`config.mk`:
```
export PLATFORM = sky130hd
export DESIGN_NAME = mult16x16_arb_flat
export DESIGN_NICKNAME = d
export VERILOG_FILES = /design/src/rtl/mult16x16_arb_if.sv /design/src/rtl/mult16x16_arb.sv /design/src/flat_wrapper.sv
export SDC_FILE = /design/constraint.sdc
export NUM_CORES = 1
export LEC_CHECK = 0
export CAP_MARGIN = 0
export CORE_ASPECT_RATIO = 0.75
export CORE_MARGIN = 5
export CORE_UTILIZATION = 47
export CTS_BUF_LIST = sky130_fd_sc_hd__clkbuf_8 sky130_fd_sc_hd__clkbuf_16
export DETAILED_ROUTE_END_ITERATION = 10
export PLACE_DENSITY = 0.95
export SYNTH_ARGS = -nofsm -noshare
export SYNTH_HDL_FRONTEND = slang
export SYNTH_SLANG_ARGS = --single-unit
```
`constraint.sdc`:
```
create_clock -name i_clk -period 6.8 [get_ports i_clk]
set_input_delay 1.02 -clock i_clk [delete_from_list [all_inputs] [get_ports i_clk]]
set_output_delay 1.02 -clock i_clk [all_outputs]
set_load 0.01 [all_outputs]
```
`src/rtl/mult16x16_arb_if.sv`:
```
// mult16x16_arb_if: request/response and multiplier-side bus for mult16x16_arb
//   slave  : the arbiter (takes requests and the product, drives grants, operands, responses)
//   master : the clients plus the multiplier (drive requests and the product)
interface mult16x16_arb_if #(
   parameter int NREQ = 4
);
   logic                 i_en;
   logic [NREQ-1:0]      i_req_valid;
   logic [NREQ-1:0]      o_req_ready;
   logic [NREQ*16-1:0]   i_req_multa;
   logic [NREQ*16-1:0]   i_req_multb;
   logic [NREQ-1:0]      i_req_multa_ns;
   logic [NREQ-1:0]      i_req_multb_ns;
   logic [15:0]          o_multa;
   logic [15:0]          o_multb;
   logic                 o_multa_ns;
   logic                 o_multb_ns;
   logic [31:0]          i_product;
   logic [NREQ-1:0]      o_rsp_valid;
   logic [31:0]          o_rsp_product;
   logic                 o_busy;
   modport slave (
      input  i_en, i_req_valid, i_req_multa, i_req_multb, i_req_multa_ns, i_req_multb_ns, i_product,
      output o_req_ready, o_multa, o_multb, o_multa_ns, o_multb_ns, o_rsp_valid, o_rsp_product, o_busy
   );
   modport master (
      output i_en, i_req_valid, i_req_multa, i_req_multb, i_req_multa_ns, i_req_multb_ns, i_product,
      input  o_req_ready, o_multa, o_multb, o_multa_ns, o_multb_ns, o_rsp_valid, o_rsp_product, o_busy
   );
endinterface

```
`src/rtl/mult16x16_arb.sv`:
```
// mult16x16_arb: round-robin sharing of one fixed-latency 16x16 multiplier among NREQ requesters
//   i_clk, i_rst : clock, synchronous active-high reset
//   bus          : requests (valid/ready, operands, sign flags), multiplier operands/product,
//                  one-hot responses with shared product, grant enable and busy
module mult16x16_arb #(
   parameter int NREQ     = 4,
   parameter int MULT_LAT = 2
) (
   input  logic                  i_clk,
   input  logic                  i_rst,
   mult16x16_arb_if.slave        bus
);
   localparam int TW = (NREQ > 1) ? $clog2(NREQ) : 1;
   logic [TW-1:0]                 r_ptr;
   logic                          r_v0;
   logic [TW-1:0]                 r_t0;
   logic [15:0]                   r_multa;
   logic [15:0]                   r_multb;
   logic                          r_multa_ns;
   logic                          r_multb_ns;
   logic [MULT_LAT-1:0]           r_pv;
   logic [MULT_LAT-1:0][TW-1:0]   r_pt;
   logic [NREQ-1:0]               r_rsp_valid;
   logic [31:0]                   r_rsp_product;
   logic                          w_found;
   logic [TW-1:0]                 w_gnt_idx;
   logic [TW-1:0]                 w_cand;
   logic [NREQ-1:0]               w_gnt;
   logic [15:0]                   w_a [NREQ];
   logic [15:0]                   w_b [NREQ];
   for (genvar g = 0; g < NREQ; g++) begin : g_unpack
      assign w_a[g] = bus.i_req_multa[16*g +: 16];
      assign w_b[g] = bus.i_req_multb[16*g +: 16];
   end
   // Scan from r_ptr upward with wrap; reset and i_en gate every grant.
   always_comb begin
      w_found   = 1'b0;
      w_gnt_idx = r_ptr;
      w_cand    = r_ptr;
      for (int i = 0; i < NREQ; i++) begin
         w_cand = TW'((int'(r_ptr) + i) % NREQ);
         if (!w_found && bus.i_req_valid[w_cand] && bus.i_en && !i_rst) begin
            w_found   = 1'b1;
            w_gnt_idx = w_cand;
         end
      end
      w_gnt = w_found ? (NREQ'(1) << w_gnt_idx) : '0;
   end
   always_ff @(posedge i_clk) begin
      if (i_rst) begin
         r_ptr      <= '0;
         r_v0       <= 1'b0;
         r_t0       <= '0;
         r_multa    <= '0;
         r_multb    <= '0;
         r_multa_ns <= 1'b0;
         r_multb_ns <= 1'b0;
      end else begin
         r_v0 <= w_found;
         if (w_found) begin
            r_ptr      <= (w_gnt_idx == TW'(NREQ - 1)) ? '0 : w_gnt_idx + 1'b1;
            r_t0       <= w_gnt_idx;
            r_multa    <= w_a[w_gnt_idx];
            r_multb    <= w_b[w_gnt_idx];
            r_multa_ns <= bus.i_req_multa_ns[w_gnt_idx];
            r_multb_ns <= bus.i_req_multb_ns[w_gnt_idx];
         end
      end
   end
   // Tag pipeline: stage MULT_LAT-1 lines up with the product of the issued operands.
   always_ff @(posedge i_clk) begin
      if (i_rst) begin
         r_pv          <= '0;
         r_pt          <= '0;
         r_rsp_valid   <= '0;
         r_rsp_product <= '0;
      end else begin
         for (int k = MULT_LAT - 1; k > 0; k--) begin
            r_pv[k] <= r_pv[k-1];
            r_pt[k] <= r_pt[k-1];
         end
         r_pv[0]     <= r_v0;
         r_pt[0]     <= r_t0;
         r_rsp_valid <= r_pv[MULT_LAT-1] ? (NREQ'(1) << r_pt[MULT_LAT-1]) : '0;
         if (r_pv[MULT_LAT-1]) r_rsp_product <= bus.i_product;
      end
   end
   assign bus.o_req_ready   = w_gnt;
   assign bus.o_multa       = r_multa;
   assign bus.o_multb       = r_multb;
   assign bus.o_multa_ns    = r_multa_ns;
   assign bus.o_multb_ns    = r_multb_ns;
   assign bus.o_rsp_valid   = r_rsp_valid;
   assign bus.o_rsp_product = r_rsp_product;
   assign bus.o_busy        = r_v0 | (|r_pv);
endmodule

```
`src/flat_wrapper.sv`:
```
// flat-port wrapper written by rule: the top's interface ports become plain ports
module mult16x16_arb_flat 
#(
   parameter int NREQ     = 4,
   parameter int MULT_LAT = 2
)
  (i_clk, i_rst, bus_i_en, bus_i_req_valid, bus_i_req_multa, bus_i_req_multb, bus_i_req_multa_ns, bus_i_req_multb_ns, bus_i_product, bus_o_req_ready, bus_o_multa, bus_o_multb, bus_o_multa_ns, bus_o_multb_ns, bus_o_rsp_valid, bus_o_rsp_product, bus_o_busy);
  mult16x16_arb_if #(.NREQ(NREQ)) bus_i ();
  input  logic i_clk;
  input  logic i_rst;
  input wire logic [$bits(bus_i.i_en)-1:0] bus_i_en;
  input wire logic [$bits(bus_i.i_req_valid)-1:0] bus_i_req_valid;
  input wire logic [$bits(bus_i.i_req_multa)-1:0] bus_i_req_multa;
  input wire logic [$bits(bus_i.i_req_multb)-1:0] bus_i_req_multb;
  input wire logic [$bits(bus_i.i_req_multa_ns)-1:0] bus_i_req_multa_ns;
  input wire logic [$bits(bus_i.i_req_multb_ns)-1:0] bus_i_req_multb_ns;
  input wire logic [$bits(bus_i.i_product)-1:0] bus_i_product;
  output wire logic [$bits(bus_i.o_req_ready)-1:0] bus_o_req_ready;
  output wire logic [$bits(bus_i.o_multa)-1:0] bus_o_multa;
  output wire logic [$bits(bus_i.o_multb)-1:0] bus_o_multb;
  output wire logic [$bits(bus_i.o_multa_ns)-1:0] bus_o_multa_ns;
  output wire logic [$bits(bus_i.o_multb_ns)-1:0] bus_o_multb_ns;
  output wire logic [$bits(bus_i.o_rsp_valid)-1:0] bus_o_rsp_valid;
  output wire logic [$bits(bus_i.o_rsp_product)-1:0] bus_o_rsp_product;
  output wire logic [$bits(bus_i.o_busy)-1:0] bus_o_busy;
  assign bus_i.i_en = bus_i_en;
  assign bus_i.i_req_valid = bus_i_req_valid;
  assign bus_i.i_req_multa = bus_i_req_multa;
  assign bus_i.i_req_multb = bus_i_req_multb;
  assign bus_i.i_req_multa_ns = bus_i_req_multa_ns;
  assign bus_i.i_req_multb_ns = bus_i_req_multb_ns;
  assign bus_i.i_product = bus_i_product;
  assign bus_o_req_ready = bus_i.o_req_ready;
  assign bus_o_multa = bus_i.o_multa;
  assign bus_o_multb = bus_i.o_multb;
  assign bus_o_multa_ns = bus_i.o_multa_ns;
  assign bus_o_multb_ns = bus_i.o_multb_ns;
  assign bus_o_rsp_valid = bus_i.o_rsp_valid;
  assign bus_o_rsp_product = bus_i.o_rsp_product;
  assign bus_o_busy = bus_i.o_busy;
  mult16x16_arb #(.NREQ(NREQ), .MULT_LAT(MULT_LAT)) u_core (.i_clk(i_clk), .i_rst(i_rst), .bus(bus_i));
endmodule
```
# Yosys cells after proc, flatten, opt, wreduce, memory -nomap -nowiden

Index checks and enable logic that the tools add are counted.

Bits in registers: 81
Input port bits: 175
Word-level logic and storage cells: 72

$add $sub $neg: 4
$lt $le $gt $ge: 6
Equal/unequal tests: 1
Shifts and indexed selects: 2
Multiplexer cells: 27
Bitwise gates (word level): 3
Reduce and logical (&&, ||, !) cells: 17

Operators with widths:

| kind                                                     | number |
|---|---|
| binary-select mux 16 bit (select 2 bit)                  | 2 |
| 2-to-1 mux 16 bit                                        | 4 |
| < comparator 2 x 3 -> 1 bit, second input constant       | 5 |
| binary-select mux 1 bit (select 2 bit)                   | 6 |
| logical AND 1 bit                                        | 11 |
| 2-to-1 mux 1 bit                                         | 10 |
| 2-to-1 mux 2 bit                                         | 4 |
| << shifter 1 x 2 -> 4 bit, first input constant          | 2 |
| adder 2 x 1 -> 2 bit, second input constant              | 2 |
| adder 2 bit, second input constant                       | 2 |
| logical NOT 1 bit                                        | 4 |
| 2-to-1 mux 4 bit                                         | 1 |
| OR reduction 2 bit                                       | 2 |
| greater-or-equal comparator 3 bit, second input constant | 1 |
| inverter 2 -> 3 bit                                      | 1 |
| == test 2 bit, second input constant                     | 1 |
| inverter 1 bit                                           | 1 |
| OR 1 bit                                                 | 1 |

# Longest topological paths before layout

Depth after elaboration: 24
Gate-level depth with buffers: 11

# Least setup slack after synthesis

OpenSTA, ideal clock, no wires.

Path type: input to output
Start point: input i_rst
End point: output bus_o_req_ready[3]
Data arrival time: 2,802 ps
Required time: 5,780 ps
Setup slack: 2,978 ps
Cell stages on the path: 9
Path through: buf_2 nor2b_1 clkbuf_1 clkbuf_1 buf_1 nand2_1 o211ai_1 ha_1 and2_1

Word-level cells in the longest chain between the ends: 20

Ends and longest elaborated chain:

| item                           | RTL line            | source |
|---|---|---|
| start, declared                | flat_wrapper.sv:10  | `input logic i_rst;` |
| logical NOT 1 bit *            | mult16x16_arb.sv:42 | `if (!w_found && bus.i_req_valid[w_cand] && bus.i_en && !i_rst) begin` |
| logical AND 1 bit              | mult16x16_arb.sv:42 |  |
| 2-to-1 mux 1 bit               | mult16x16_arb.sv:42 |  |
| logical NOT 1 bit              | mult16x16_arb.sv:42 |  |
| logical AND 1 bit (3 in a row) | mult16x16_arb.sv:42 |  |
| 2-to-1 mux 1 bit               | mult16x16_arb.sv:42 |  |
| logical NOT 1 bit              | mult16x16_arb.sv:42 |  |
| logical AND 1 bit (3 in a row) | mult16x16_arb.sv:42 |  |
| 2-to-1 mux 1 bit               | mult16x16_arb.sv:42 |  |
| logical NOT 1 bit              | mult16x16_arb.sv:42 |  |
| logical AND 1 bit (3 in a row) | mult16x16_arb.sv:42 |  |
| 2-to-1 mux 2 bit               | mult16x16_arb.sv:42 |  |
| << shifter 1 x 2 -> 4 bit      | mult16x16_arb.sv:47 | `w_gnt = w_found ? (NREQ'(1) << w_gnt_idx) : '0;` |
| 2-to-1 mux 4 bit *             | mult16x16_arb.sv:47 |  |
| end, declared                  | flat_wrapper.sv:18  | `output wire logic [$bits(bus_i.o_req_ready)-1:0] bus_o_req_ready;` |

Every way passes the cells marked *; elsewhere a longest branch is shown, timed or not.

# Worst setup path in the final report

Start point: input i_rst
End point: output bus_o_req_ready[0]

Same word-level chain as after synthesis.

==> run metrics <==
area grow syn2layout=47.4%; Core Area=roughly 12,000 um^2; Die ar.=about 15,000 um^2; reg2reg end=u_core.bus.o_multb[15]; clock skew=between 0.008 and 0.009 ns; DR WL/cell=approximately 18 um; Warnings, synthesis=0; Max Freq=0.198 GHz; CP delay by family, top=buffers and inverters; status=complete, no violations; Via density=between 6 and 7; CTS Buffer Depth=2; most used cell, CP=clkdlybuf4s50_1; CTS Root Cell=clkbuf_16; Synth Net Count=just over 900; Worst Hold End=u_core.r_pt[2]; CTS tree=yes; average cell area after synthesis=7.94 um^2; clock-pin transition on the worst setup and hold timing paths=about 0.060 ns; required time of the critical path=5.78 ns; post-layout min period=5.05 ns; Initial Utilization=roughly 48%; Setup CP Type=primary input to output port; Post-synth EDFFs=0; Reg area=1630 um^2; Clk pwr share=between 30% and 40%; Hold WS=approximately 0.45 ns; Setup WS post-layout=1.75 ns; HP Start=u_core.r_pt[0]; Reg power frac=between 30 and 40%; final slew viol count=0; max incr delay on CP=approximately 0.80 ns; # rows=35; Worst Path Max Fanout=44; RSZ-0062 raised after global routing=no; Worst Path Buf+Inv=3; I/O Pins=250; number of global-route vias before repair=between 6k and 7k; nets@finish=1,094; die height=about 110 um; largest family of logic cells by synthesized area=compound AO/OA/AOI/OAI gates; RR Startpoint=u_core.r_ptr[0]; PnR Total Power=between 1.5 and 2 mW; Synth area leader=dfxtp_1; final wirelength=between 15,000 and 20,000 um; multiplexer share of the synthesized area=about a fifth; adder and majority gate portion of the synthesized area=0.216%; Comb pwr share=about 34%; PostCTS Resize Cnt=0; wire length of the first global-routing pass=~31,000 um; CTS H-Tree Depth=3; final hold viol count=0; cells on worst reg2reg path=7; Worst Setup End Kind=output port; Worst Hold Path Cells=1; DRC viols=0; PortBufs=roughly 250; clk_lat worst skew=about 0.33 ns; Final GP Congestion=around 0.85; Post-Synth XOR/XNOR Area=0%; Vias=roughly 6.6k; total grt overflow=0; Max-cap violations=0; post-synthesis instance area=between 5000 and 6000 um^2; Hold Path Class=flip-flop to flip-flop; Post-CTS Setup Repair Bufs=0; power per cell area=around 180 nW/um^2; Num CTS Buffers=9; setup violators final=0; Synth top area share=28.0%; multi-input logic area=about 3800 um^2; ANT cells=0; R2R setup slack=3.13 ns; Worst path depth=7; #FFs+latches synth=slightly above 80; CTS Sinks=81; largest net degree at the start of global routing=around 130; initial antenna violation count=0; Switching Share=29.8%; Pre-antenna DRT Iters=5; critical-path cell list=clkdlybuf4s50_1 > buf_4 > nand2b_2 > a21oi_1 > nand2b_1 > nor2_1 > clkdlybuf4s50_1; library cells used by synthesis=35; Setup Slack @ Placement=about 1.7 ns; worst-margin pin slew=about 1.1 ns; share of layout cells above drive strength 1=~5.4%; NetSw=about 0.47 mW; initial DRC count=roughly 550; async set-reset flop share out of synthesis=0%; Final TNS setup=0 ns; Compound-Gate Fraction of Synth Area=between 20% and 30%; Seq/Total Area, Yosys=around 28%; most frequent cells after synthesis=177 x nor2_1, 81 x dfxtp_1, 68 x nor3_1, 68 x o22ai_1; Crit-path slowest cell=a21oi_1; Syn Inst Count=between 700 and 800; maximum VDD drop=0.103 mV; most common cell in the synthesized netlist=nor2_1; remaining antenna violation count after routing=0; Post-synth top flop=dfxtp_1; hpwl dp=approximately 14,000 um; Critical Path Start Type=primary input; critical path arrival=4.03 ns; # fillers=965; GRT Util Overall=around a quarter; # hold bufs at CTS=0; Die Width=about 140 um; Post-Route Utilization=a little over two thirds; Synth Area in Simple Gates=20.9%; top cells by area, synth=dfxtp_1 28%, nor2_1 11%, mux2_1 11%; relative slew slack=approximately 24%; Pint=1.10 mW; Final Cycle Share=between 70% and 80%; LEAKAGE=between 3 and 4 nW
[cell families after synthesis]
logic type	count (synthesis)
AND/OR/NAND/NOR	280
adder cells (fa/ha/maj)	1
flip-flops	81
buffers and inverters	83
multiplexers	103
AO/OA/AOI/OAI	181
[state kept, by name, summed over array words and instances (netlist names)]
signal                    count
u_core.r_t0                   2
u_core.r_pt                   4
u_core.r_pv                   2
u_core.r_v0                   1
u_core.bus.o_rsp_valid        4
u_core.bus.o_multa_ns         1
u_core.r_ptr                  2
u_core.bus.o_multa           16
u_core.bus.o_multb_ns         1
u_core.bus.o_multb           16
u_core.bus.o_rsp_product     32
[metal layers]
layer  global-route usage, %  vias to the layer above  wire length, um
met1                    30.9                     3068             8100
met5                       0                        -                0
li1                        -                     3140                -
met3                    5.13                       51             1380
met2                    45.0                      300             9830
met4                    9.59                        0              620
[placed cells by master (no fill, tap or decap), types with 12 or more instances in the layout]
master and instances:
mux2_2 12, mux2i_1 32, a2111oi_1 14, o22ai_1 68, a211o_1 34, clkdlybuf4s50_1 249
nor3_1 68, mux2_1 55, nor2_1 176, a2111oi_0 55, dfxtp_1 79
[stage by stage]
| step | instance area, um^2 | std cells |
|---|---|---|
| 3_3_place_gp | 8230 | 1073 |
| 3_5_place_dp | 8230 | 1073 |
| 5_1_grt | 8530 | 1088 |
| 4_1_cts | 8530 | 1088 |
| 2_1_floorplan | 5790 | 729 |
| 6_report | 8530 | 1088 |
[power groups by stage]
stage / logic, mW / registers (mW) / clock network (mW)
2_1_floorplan: 0.272 / 0.571 / 0
3_3_place_gp: 0.512 / 0.565 / 0
3_5_place_dp: 0.524 / 0.568 / 0
4_1_cts: 0.527 / 0.558 / 0.499
5_1_grt: 0.566 / 0.565 / 0.516
6_report: 0.527 / 0.558 / 0.486
[worst max-delay path by stage]
| stage | from | endpoint | slack, ns |
|---|---|---|---|
| finish | i_rst | bus_o_req_ready[0] | 1.75 |
| global placement | i_rst | bus_o_req_ready[0] | 1.75 |
| global route | i_rst | bus_o_req_ready[0] | 1.54 |
| CTS | i_rst | bus_o_req_ready[0] | 1.74 |
| detailed placement | i_rst | bus_o_req_ready[0] | 1.74 |
| floorplan | i_rst | bus_o_req_ready[3] | 2.98 |
[area by class of cell]
class                   count  area share, %
flip-flops and latches     81           19.1
clock buffers              10           2.80
multi-input cells         565           44.8
repair buffers            259           30.1
well taps                 166           2.44
inverters                   2         0.0880
clock inverters             5          0.660
No activity file was read; power rests on OpenSTA's default activity.
